==> config.mk <==
export PLATFORM = sky130hd
export DESIGN_NAME = rf_nz_scheduler
export DESIGN_NICKNAME = d
export VERILOG_FILES = /design/src/rtl/rf_nz_scheduler.sv
export SDC_FILE = /design/constraint.sdc
export NUM_CORES = 1
export LEC_CHECK = 0
export ABC_CLOCK_PERIOD_IN_PS = 7500
export BUFFER_PORTS_ARGS = -buffer_cell sky130_fd_sc_hd__buf_2
export CAP_MARGIN = 30
export CORE_MARGIN = 10
export CORE_UTILIZATION = 55
export DETAILED_ROUTE_END_ITERATION = 8
export PLACE_DENSITY = 0.8
export SETUP_SLACK_MARGIN = 0.5
export SKIP_LAST_GASP = 1
export SLEW_MARGIN = 20
export SYNTH_ARGS = -nofsm -noshare
export SYNTH_HDL_FRONTEND = slang
export SYNTH_SLANG_ARGS = --single-unit
==> constraint.sdc <==
create_clock -name clk -period 7.5 [get_ports clk]
set_input_delay 0 -clock clk [delete_from_list [all_inputs] [get_ports clk]]
set_output_delay 0 -clock clk [all_outputs]
set_load 0.03 [all_outputs]
==> src/rtl/rf_nz_scheduler.sv <==
// Zero-skipping read sequencer: walks snapshotted nonzero flags and streams (index, data).
// Optional RF_NZ_SCHEDULER_COUNT_EN adds an nz_count output of accepted handshakes per scan.
module rf_nz_scheduler #(
    parameter int BIT_WIDTH  = 16,
    parameter int REG_DEPTH  = 64,
    parameter int ADDR_WIDTH = 6
) (
    input  logic                  clk,
    input  logic                  rst,
    input  logic                  start,
    input  logic [REG_DEPTH-1:0]  nz_flags,
    output logic                  rf_read_en,
    output logic [ADDR_WIDTH-1:0] rf_read_addr,
    input  logic [BIT_WIDTH-1:0]  rf_read_data,
    output logic                  out_valid,
    input  logic                  out_ready,
    output logic [ADDR_WIDTH-1:0] out_index,
    output logic [BIT_WIDTH-1:0]  out_data,
    output logic                  out_last,
    output logic                  busy,
    output logic                  done
`ifdef RF_NZ_SCHEDULER_COUNT_EN
    ,
    output logic [ADDR_WIDTH:0]   nz_count
`endif
);

    generate
        if (ADDR_WIDTH != $clog2(REG_DEPTH)) begin : g_bad_width
            $error("ADDR_WIDTH must equal clog2(REG_DEPTH)");
        end
    endgenerate

    typedef enum logic [1:0] {
        S_IDLE = 2'd0,
        S_RUN  = 2'd1,
        S_DONE = 2'd2
    } state_e;

    localparam logic [REG_DEPTH-1:0] MASK_ONE = REG_DEPTH'(1);

    state_e                state_q, state_d;
    logic [REG_DEPTH-1:0]  mask_q, mask_d;
    logic [REG_DEPTH-1:0]  mask_rest;
    logic [ADDR_WIDTH-1:0] idx;
    logic                  load;
    logic                  hs;

    logic                  valid_q, valid_d;
    logic [ADDR_WIDTH-1:0] index_q, index_d;
    logic [BIT_WIDTH-1:0]  data_q, data_d;
    logic                  last_q, last_d;

    // Priority search from the top so the lowest set bit wins.
    always_comb begin
        idx = '0;
        for (int i = REG_DEPTH - 1; i >= 0; i--) begin
            if (mask_q[i]) begin
                idx = ADDR_WIDTH'(i);
            end
        end
    end

    // Clearing the lowest set bit equals clearing bit idx.
    assign mask_rest = mask_q & (mask_q - MASK_ONE);

    assign hs   = valid_q & out_ready;
    assign load = (state_q == S_RUN) && (mask_q != '0)
                  && (!valid_q || out_ready);

    assign rf_read_en   = load;
    assign rf_read_addr = load ? idx : '0;

    always_comb begin
        state_d = state_q;
        mask_d  = mask_q;
        unique case (state_q)
            S_IDLE: begin
                if (start) begin
                    if (nz_flags != '0) begin
                        state_d = S_RUN;
                        mask_d  = nz_flags;
                    end else begin
                        state_d = S_DONE;
                    end
                end
            end
            S_RUN: begin
                if (load) begin
                    mask_d = mask_rest;
                end
                if ((mask_q == '0) && (!valid_q || (hs && last_q))) begin
                    state_d = S_DONE;
                end
            end
            S_DONE: begin
                state_d = S_IDLE;
            end
            default: begin
                state_d = S_IDLE;
            end
        endcase
    end

    always_comb begin
        valid_d = valid_q;
        index_d = index_q;
        data_d  = data_q;
        last_d  = last_q;
        if (load) begin
            valid_d = 1'b1;
            index_d = idx;
            data_d  = rf_read_data;
            last_d  = (mask_rest == '0);
        end else if (hs) begin
            valid_d = 1'b0;
        end
    end

    always_ff @(posedge clk or posedge rst) begin
        if (rst) begin
            state_q <= S_IDLE;
            mask_q  <= '0;
            valid_q <= 1'b0;
            index_q <= '0;
            data_q  <= '0;
            last_q  <= 1'b0;
        end else begin
            state_q <= state_d;
            mask_q  <= mask_d;
            valid_q <= valid_d;
            index_q <= index_d;
            data_q  <= data_d;
            last_q  <= last_d;
        end
    end

    assign out_valid = valid_q;
    assign out_index = index_q;
    assign out_data  = data_q;
    assign out_last  = last_q;
    assign busy      = (state_q == S_RUN);
    assign done      = (state_q == S_DONE);

`ifdef RF_NZ_SCHEDULER_COUNT_EN
    localparam logic [ADDR_WIDTH:0] CNT_ONE = (ADDR_WIDTH + 1)'(1);

    logic [ADDR_WIDTH:0] cnt_q, cnt_d;

    always_comb begin
        cnt_d = cnt_q;
        if ((state_q == S_IDLE) && start) begin
            cnt_d = '0;
        end else if (hs) begin
            cnt_d = cnt_q + CNT_ONE;
        end
    end

    always_ff @(posedge clk or posedge rst) begin
        if (rst) begin
            cnt_q <= '0;
        end else begin
            cnt_q <= cnt_d;
        end
    end

    assign nz_count = cnt_q;
`endif

endmodule

==> results of run 1 <==
-- cell usage in the layout, fill, tap and decap left out, types with 4 or more instances in the layout --
| cell type | count |
|---|---|
| nor3_1 | 42 |
| dfrtp_1 | 90 |
| diode_2 | 4 |
| or2_2 | 6 |
| o221ai_1 | 5 |
| nor2_1 | 35 |
| a221o_1 | 4 |
| a22o_1 | 59 |
| a31oi_1 | 4 |
| nand4_1 | 20 |
| o21ai_0 | 66 |
| nor4_4 | 4 |
| o31ai_1 | 7 |
| clkbuf_8 | 9 |
| o21bai_1 | 5 |
| nand3_1 | 11 |
| o211ai_1 | 4 |
| or4_1 | 11 |
| o31a_1 | 5 |
| a2111oi_0 | 4 |
| buf_2 | 117 |
| nor4_1 | 49 |
| dlygate4sd3_1 | 81 |
| a21oi_1 | 21 |
| or3_1 | 5 |
| inv_1 | 22 |
| nor4_2 | 5 |
| a21o_1 | 5 |
| o41ai_1 | 6 |
| nor2b_1 | 4 |
| a211oi_1 | 5 |
| nand2_1 | 108 |
| buf_4 | 6 |
| a21boi_0 | 6 |
-- tightest hold or removal path, cell delays in order --
cell      delay (ns)
buf_2           0.11
nand2_1         0.05
o211ai_1        0.09
o21a_1          0.12
-- flip-flops by register name (all words and copies together), names as in the netlist --
signal	flops
out_data	16
out_valid	1
out_last	1
mask_q	64
state_q	2
out_index	6
-- layout make-up --
| cell class | count | area [sq um] | area share (%) |
|---|---|---|---|
| multi-input cells | 541 | 3320 | 44.3 |
| well taps | 136 | 170 | 2.27 |
| diodes | 4 | 10.0 | 0.134 |
| inverters | 24 | 91.3 | 1.22 |
| clock inverters | 7 | 86.3 | 1.15 |
| flip-flops and latches | 90 | 2250 | 30.1 |
| clock buffers | 9 | 124 | 1.65 |
| repair buffers | 204 | 1440 | 19.2 |
-- final timing paths --
check                              end  slack (ns)    startpoint  cells after the start
max in group asynchronous   mask_q[21]        6.14           rst                      4
setup reg to reg             mask_q[4]        3.01    state_q[1]                      9
min in group asynchronous  out_data[6]        0.24           rst                      3
hold / removal              mask_q[58]        0.02  nz_flags[58]                      4
hold reg to reg            out_data[4]        0.48   out_data[4]                      2
setup / recovery             mask_q[4]        3.01    state_q[1]                      9
-- per-stage QoR --
stage | instances | instance area, sq um
floorplan | 722 | 5920
global placement | 913 | 6450
detailed placement | 914 | 6460
CTS | 1011 | 7480
global route | 1015 | 7490
finish | 1015 | 7490
-- cells by family (layout without fill, tap and decap cells) --
kind of cell / Yosys count / after routing / share of synthesized area, %
AND/OR/NAND/NOR: 312 / 312 / 28.0
AO/OA/AOI/OAI: 225 / 225 / 27.1
buffers and inverters: 91 / 244 / 6.27
flip-flops: 90 / 90 / 38.0
adder cells (fa/ha/maj): 3 / 3 / 0.507
multiplexers: 1 / 1 / 0.169
other: 0 / 4 / 0
-- metal layers --
| layer | up-vias | share of wire, % | global-route usage [%] |
|---|---|---|---|
| li1 | 3037 | - | - |
| met1 | 3257 | 40 | 39.8 |
| met2 | 517 | 45 | 44.6 |
| met3 | 88 | 12 | 6.79 |
| met4 | 0 | 3.9 | 12.2 |
| met5 | - | 0 | 0 |
==> results.py, run 1 <==
metrics = {
    "sta": {
        "rsz0062_at_grt": "no",
        "finalHoldViolations": 0,
        "setup_viol": 0,
        "hold_slack_ns": 0.0234,
        "max_slew_margin_pct": 41.4,
        "fin_ws_ns": 3.01,
        "worstMarginPinSlew_ns": 0.878,
        "finalCriticalPeriod_ns": 4.49,
        "skew_ns": 0.00872,
        "drv_slew": 0,
        "fin_setup_tns_ns": 0,
        "max_freq_mhz": 223,
        "fin_crit_sh_pct": 59.9,
    },
    "logic_synthesis": {
        "yosysTopAreaCell": "dfrtp_1",
        "synth.top_cells.by_area": "dfrtp_1 (38%), a22o_1 (8.7%), nand2_1 (6.8%), o21ai_0 (5.6%), nor4_1 (5.2%)",
        "syn_area_sq_um": 5920,
        "yosys_warnings": 0,
        "ys.flop_type": "dfrtp_1",
        "yosys-top-cells-count": "nand2_1 (108), dfrtp_1 (90), o21ai_0 (66), a22o_1 (59)",
        "synth.most_common_cell": "nand2_1",
        "syn_area_per_cell_sq_um": 8.21,
        "synth_seq_cells": 90,
        "synth_async_sr_flop_share_pct": 100,
        "synth-edff-count": 0,
        "synth_fp_nets": 806,
        "ys_seq_area_share_pct": 38.0,
        "synth.top_cell.area_share_pct": 38.0,
        "synth.distinct_cells": 58,
        "syn_inst": 722,
    },
    "grt": {
        "grt_pass1_wl_microns": 35900,
        "grt_overflow_total": 0,
        "grt_max_degree": 50,
        "grtUsageTotal_pct": 29.5,
        "grt_antenna_before_repair": 3,
        "grt_pass1_vias": 6609,
    },
    "routing": {
        "detail-route-antenna-nets": 0,
        "drtIter0Drc": 981,
        "vias": 6899,
        "routed_wl_microns": 22700,
        "viasPerCell": 6.80,
        "drcViolationCount": 0,
        "route.detailed.wl_per_inst_microns": 22.4,
        "drt_pass1_iterations": 6,
    },
    "setup_path": {
        "critical_path_required_ns": 7.77,
        "crit_family": "buffers and inverters",
        "crit_arrival_ns": 4.76,
        "path_cells": "nand2b_2 > inv_1 > o41ai_1 > nand2b_1 > buf_4 > a21oi_4 > buf_4 > o21ai_0 > a22o_1",
        "worst-path-buf-inv": 3,
        "crit_top_cell": "buf_4",
        "setup.worst_path.end_class": "flip-flop",
        "start_kind": "flip-flop",
        "worst_path_max_delay_cell": "inv_1",
        "cp_max_fo": 44,
        "max_stage_delay_ns": 0.88,
        "critPathKind": "flip-flop to flip-flop",
    },
    "placement": {
        "dp_slack_ns": 3.22,
        "numPortBuffers": 116,
        "gp_congestion": 0.935,
        "hpwl_microns": 15200,
    },
    "layout": {
        "nNetsFinal": 954,
        "drive_gt1_share_pct": 18.9,
        "area_growth_pct": 26.4,
        "final_util_pct": 71.9,
        "num-fill-cells": 793,
    },
    "clocking": {
        "cts_buffers": 9,
        "cts_tree": "built",
        "cts_resized": 0,
        "path_clk_slew_ns": 0.10,
        "postCtsSetupBuffers": 0,
        "clock_path_buffers": 2,
        "clock-root-buffer": "clkbuf_8",
        "clock_latency_ns": 0.38,
        "holdBufCountCts": 81,
        "cts-htree-levels": 3,
        "clkSinkCount": 90,
    },
    "die": {
        "io_pins": 117,
        "start_util_pct": 56.9,
        "core_area_sq_um": 10400,
        "dieArea_sq_um": 15300,
        "dieHeight_microns": 124,
        "fp.dieW_microns": 124,
        "rows": 37,
    },
    "flow_run": {
        "maxCapViolCount": 0,
    },
    "outcome": {
        "outcome": "finished clean",
    },
    "min_path": {
        "hp-class": "input pin to flip-flop",
    },
}
Power of run 1 is not shown: default switching activity piles up to over one toggle a cycle in this logic, so the estimate is an artifact.
==> inputs of run 2 (changes only) <==
--- a/config.mk
+++ b/config.mk
@@ -5,7 +5,7 @@
 export SDC_FILE = /design/constraint.sdc
 export NUM_CORES = 1
 export LEC_CHECK = 0
-export ABC_CLOCK_PERIOD_IN_PS = 7500
+export ABC_CLOCK_PERIOD_IN_PS = 4600
 export BUFFER_PORTS_ARGS = -buffer_cell sky130_fd_sc_hd__buf_2
 export CAP_MARGIN = 30
 export CORE_MARGIN = 10
==> constraint.sdc (replaced) <==
create_clock -name clk -period 4.6 [get_ports clk]
set_input_delay 0 -clock clk [delete_from_list [all_inputs] [get_ports clk]]
set_output_delay 0 -clock clk [all_outputs]
set_load 0.03 [all_outputs]
==> run 2 against run 1 <==
Cell area is 0.48% higher; via count increased by 0.77%; clock skew up 0.0055 ns; cell count rose by 0.49%; register-to-register slack worse by 2.0 ns; die area is the same; worst setup slack worse by 2.3 ns; critical path depth stayed put; largest cell class unchanged; highest routed layer unchanged.
==> results.py, run 2 (same netlist as run 1, synthesis figures left out) <==
metrics = {
    "die": {
        "rows": 37,
        "core_area_sq_um": 10400,
        "fp.dieW_microns": 124,
        "dieArea_sq_um": 15300,
        "io_pins": 117,
        "dieHeight_microns": 124,
        "start_util_pct": 56.9,
    },
    "grt": {
        "grtUsageTotal_pct": 29.6,
        "grt_pass1_wl_microns": 36000,
        "grt_max_degree": 49,
        "grt_pass1_vias": 6495,
        "grt_antenna_before_repair": 1,
        "grt_overflow_total": 0,
    },
    "layout": {
        "area_growth_pct": 27.1,
        "largest_reg_flops": 64,
        "nNetsFinal": 962,
        "regMostFlops": "mask_q",
        "final_common_cell": "buf_2",
        "fin_area_sq_um": 7530,
        "num-fill-cells": 776,
        "drive_gt1_share_pct": 19.5,
        "final_cell_mix": "buf_2 (116), nand2_1 (108), dfrtp_1 (90)",
    },
    "setup_path": {
        "setup.worst_path.end_class": "output pin",
        "start_kind": "flip-flop",
        "critPathKind": "flip-flop to output pin",
        "crit_arrival_ns": 3.89,
        "critical_path_required_ns": 4.60,
        "cp_max_fo": 37,
    },
    "clocking": {
        "cts_buffers": 9,
        "clkSinkCount": 90,
        "clock_latency_ns": 0.38,
        "path_clk_slew_ns": 0.10,
        "clock-root-buffer": "clkbuf_8",
        "cts-htree-levels": 3,
        "cts_tree": "built",
        "clock_path_buffers": 2,
    },
    "sta": {
        "fin_setup_tns_ns": 0,
        "max_freq_mhz": 257,
        "fin_crit_sh_pct": 84.5,
        "finalCriticalPeriod_ns": 3.89,
        "setup_viol": 0,
        "max_slew_margin_pct": 48.6,
        "skew_ns": 0.0142,
        "worstMarginPinSlew_ns": 0.770,
        "drv_slew": 0,
        "rsz0062_at_grt": "no",
        "finalHoldViolations": 0,
    },
    "placement": {
        "hpwl_microns": 15800,
        "gp_congestion": 1.02,
        "numPortBuffers": 116,
        "placed_cell_area_sq_um": 6500,
    },
    "outcome": {
        "outcome": "finished clean",
    },
    "flow_run": {
        "maxCapViolCount": 0,
    },
    "routing": {
        "detail-route-antenna-nets": 0,
        "drcViolationCount": 0,
        "vias": 6952,
        "drtIter0Drc": 1060,
        "route.detailed.wl_per_inst_microns": 22.6,
        "viasPerCell": 6.82,
        "drt_pass1_iterations": 6,
        "routed_wl_microns": 23100,
    },
    "min_path": {
        "hp-class": "input pin to flip-flop",
    },
}
run 2: through the flow:
| stage | utilization (%) | cells | setup WS [ns] | hold WS [ns] |
|---|---|---|---|---|
| finish | 72.3 | 1020 | 0.713 | 0.115 |
| global route | 72.3 | 1020 | 0.499 | 0.147 |
| CTS | 72.1 | 1018 | 0.538 | 0.109 |
| detailed placement | 62.5 | 920 | 0.930 | 0.160 |
| global placement | 62.5 | 920 | 1.13 | 0.141 |
| floorplan | - | 722 | 1.82 | 0.105 |
run 2: critical path, stage by stage (launching register included):
cell and delay (ns):
dfrtp_1 0.53, nor4_4 0.50, nand4_4 0.48, o41ai_2 0.67, nand2b_1 0.25, buf_4 0.37
inv_2 0.22, o2111ai_1 0.20, nor2_1 0.08, buf_2 0.19
run 2: worst paths after layout:
path	from	cells after the start	endpoint	slack [ns]
max	mask_q[8]	9	rf_read_addr[1]	0.71
min	start	4	state_q[1]	0.11
max reg2reg	mask_q[8]	7	out_last	1.00
min reg2reg	out_index[0]	1	out_index[0]	0.49
max in group asynchronous	rst	4	out_index[3]	3.18
min in group asynchronous	rst	3	out_data[8]	0.28
run 2: repair_timing:
| action | in CTS | in global routing |
|---|---|---|
| endpoints found under the setup margin | 0 | 3 |
| setup buffers | 0 | 1 |
| endpoints found under the hold margin | 124 | 0 |
| hold buffers | 82 | 0 |
| resized for setup | 0 | 1 |
run 2: per-layer routing:
layer	share of wire [%]	routed length [microns]	GRT usage, %	vias to the layer above
li1	-	-	-	3058
met1	39	8970	40.3	3219
met2	44	10100	44.5	565
met3	13	2940	6.43	110
met4	4.7	1080	13.0	0
met5	0	0	0	-
run 2: area by class of cell:
cell class	count	area (sq um)	share of cell area (%)
Tap cell	136	170	2.26
Multi-Input combinational cell	541	3320	44.1
Clock buffer	9	124	1.65
Inverter	24	91.3	1.21
Clock inverter	7	60.1	0.798
Timing Repair Buffer	212	1510	20.0
Antenna cell	1	2.50	0.0332
Sequential cell	90	2250	29.9
Power of run 2 is left out for the same reason.
==> inputs of run 3 (changes only) <==
--- a/config.mk
+++ b/config.mk
@@ -5,7 +5,7 @@
 export SDC_FILE = /design/constraint.sdc
 export NUM_CORES = 1
 export LEC_CHECK = 0
-export ABC_CLOCK_PERIOD_IN_PS = 4600
+export ABC_CLOCK_PERIOD_IN_PS = 3700
 export BUFFER_PORTS_ARGS = -buffer_cell sky130_fd_sc_hd__buf_2
 export CAP_MARGIN = 30
 export CORE_MARGIN = 10
==> constraint.sdc (replaced) <==
create_clock -name clk -period 3.7 [get_ports clk]
set_input_delay 0 -clock clk [delete_from_list [all_inputs] [get_ports clk]]
set_output_delay 0 -clock clk [all_outputs]
set_load 0.03 [all_outputs]
==> run 3 against run 2 <==
Count of clock-buffer cells in the layout is 2 higher; sequential cell count stayed put; first-iteration DRC count is 1.0% lower; critical path type is now flip-flop to flip-flop; via count is 0.53% higher; register-to-register slack worse by 0.41 ns; critical endpoint is now out_last.
==> results.py, run 3 (same netlist as run 1, synthesis figures left out) <==
metrics = {
    "layout": {
        "nNetsFinal": 986,
        "area_growth_pct": 32.6,
        "largest_reg_flops": 64,
        "drive_gt1_share_pct": 22.6,
        "final_common_cell": "buf_2",
        "final_cell_mix": "buf_2 (116), nand2_1 (108), dfrtp_1 (86)",
        "register_area_sq_um": 2260,
        "regMostFlops": "mask_q",
        "multi_input_area_sq_um": 3420,
        "num-fill-cells": 734,
    },
    "clocking": {
        "clkSinkCount": 90,
        "clock-root-buffer": "clkbuf_8",
        "cts_tree": "built",
        "path_clk_slew_ns": 0.09,
        "clock_latency_ns": 0.39,
        "cts_buffers": 9,
        "clock_path_buffers": 2,
        "cts-htree-levels": 3,
    },
    "grt": {
        "grt_antenna_before_repair": 2,
        "grt_overflow_total": 0,
        "grt_max_degree": 51,
        "grtUsageTotal_pct": 31.2,
        "grt_pass1_vias": 6858,
        "grt_pass1_wl_microns": 37700,
    },
    "setup_path": {
        "crit_top_cell": "nand4_1",
        "reg2reg_depth": 7,
        "worst_path_max_delay_cell": "nor4_1",
        "max_stage_delay_ns": 0.56,
        "crit_arrival_ns": 3.43,
        "critPathKind": "flip-flop to flip-flop",
        "path_cells": "nor4_1 > nand4_1 > nor3_1 > nand4_1 > a2111oi_0 > nand4_1 > o31ai_2",
        "cp_max_fo": 11,
        "endpoint": "out_last",
        "r2r_setup_slack_ns": 0.59,
        "crit_family": "simple AND/OR/NAND/NOR gates",
        "critical_path_required_ns": 4.01,
        "setup.worst_path.end_class": "flip-flop",
        "worst-path-buf-inv": 0,
        "start_kind": "flip-flop",
        "worstReg2RegEnd": "out_last",
        "timing.critical_path.depth": 7,
        "rr_startpoint": "mask_q[20]",
        "cp-startpoint": "mask_q[20]",
    },
    "die": {
        "start_util_pct": 56.9,
        "io_pins": 117,
        "dieArea_sq_um": 15300,
        "core_area_sq_um": 10400,
        "dieHeight_microns": 124,
        "fp.dieW_microns": 124,
        "rows": 37,
    },
    "sta": {
        "fin_crit_sh_pct": 84.1,
        "drv_slew": 0,
        "hold_slack_ns": 0.0403,
        "max_slew_margin_pct": 43.1,
        "rsz0062_at_grt": "no",
        "worstMarginPinSlew_ns": 0.842,
        "finalHoldViolations": 0,
        "finalCriticalPeriod_ns": 3.11,
        "fin_setup_tns_ns": 0,
        "setup_viol": 0,
        "skew_ns": 0.0103,
        "max_freq_mhz": 321,
    },
    "routing": {
        "vias": 6989,
        "detail-route-antenna-nets": 0,
        "viasPerCell": 6.69,
        "route.detailed.wl_per_inst_microns": 23.0,
        "drcViolationCount": 0,
        "drt_pass1_iterations": 7,
        "routed_wl_microns": 24000,
        "drtIter0Drc": 1049,
    },
    "outcome": {
        "outcome": "finished clean",
    },
    "placement": {
        "gp_congestion": 1.01,
        "numPortBuffers": 116,
        "hpwl_microns": 16300,
    },
    "min_path": {
        "hp-class": "input pin to flip-flop",
    },
    "flow_run": {
        "maxCapViolCount": 0,
    },
}
-- run 3: cell types whose count changed in the layout (fill, tap and decap cells not counted), moves of 2 or more --
cell	previous run	this run
inv_6	3	1
nor4_1	49	44
clkinvlp_4	3	1
dfrtp_1	90	86
dfrtp_2	0	4
buf_4	14	35
buf_12	0	2
nor4_4	4	10
-- run 3: layout make-up --
| cell class | instances | area share, % |
|---|---|---|
| well taps | 136 | 2.17 |
| multi-input cells | 541 | 43.6 |
| inverters | 24 | 1.19 |
| clock inverters | 4 | 0.653 |
| flip-flops and latches | 90 | 28.7 |
| clock buffers | 11 | 1.80 |
| diodes | 2 | 0.0637 |
| repair buffers | 236 | 21.8 |
-- run 3: metrics by stage --
stage,util (%),area [sq um],cells,setup WS [ns]
floorplan,-,5920,722,0.920
global placement,63.4,6600,931,0.214
detailed placement,63.4,6600,931,0.307
CTS,73.8,7690,1033,0.533
global route,75.4,7860,1044,0.436
finish,75.4,7860,1044,0.588
-- run 3: routing by layer --
| metal | global-route usage, % | wire [microns] | share of wire [%] | vias to the layer above |
|---|---|---|---|---|
| met5 | 0 | 0 | 0 | - |
| met4 | 12.5 | 1020 | 4.2 | 0 |
| met3 | 8.55 | 2910 | 12 | 108 |
| met2 | 48.7 | 10800 | 45 | 519 |
| met1 | 40.3 | 9240 | 39 | 3270 |
| li1 | - | - | - | 3092 |
-- run 3: what timing repair did --
| item | in CTS | in global routing |
|---|---|---|
| endpoints found under the setup margin | 46 | 8 |
| buffers inserted | 5 | 8 |
| hold endpoints to repair | 131 | 0 |
| resized for setup | 6 | 17 |
| hold buffers | 82 | 0 |
| pin swaps | 5 | 7 |
-- run 3: worst min-delay path: stages --
cell,delay [ns]
buf_2,0.08
o21ai_0,0.06
nor3_1,0.11
and2_1,0.14
-- run 3: how the worst min path moves through the flow --
stage | from | to | slack (ns) | cells after the start
floorplan | rf_read_data[0] | out_data[0] | 0.11 | 2
global placement | rst | out_data[5] | 0.19 | 2
detailed placement | rst | out_data[5] | 0.20 | 2
CTS | start | state_q[1] | 0.04 | 4
global route | rst | out_data[7] | 0.07 | 3
finish | start | state_q[1] | 0.04 | 4
Power of run 3 is left out for the same reason.
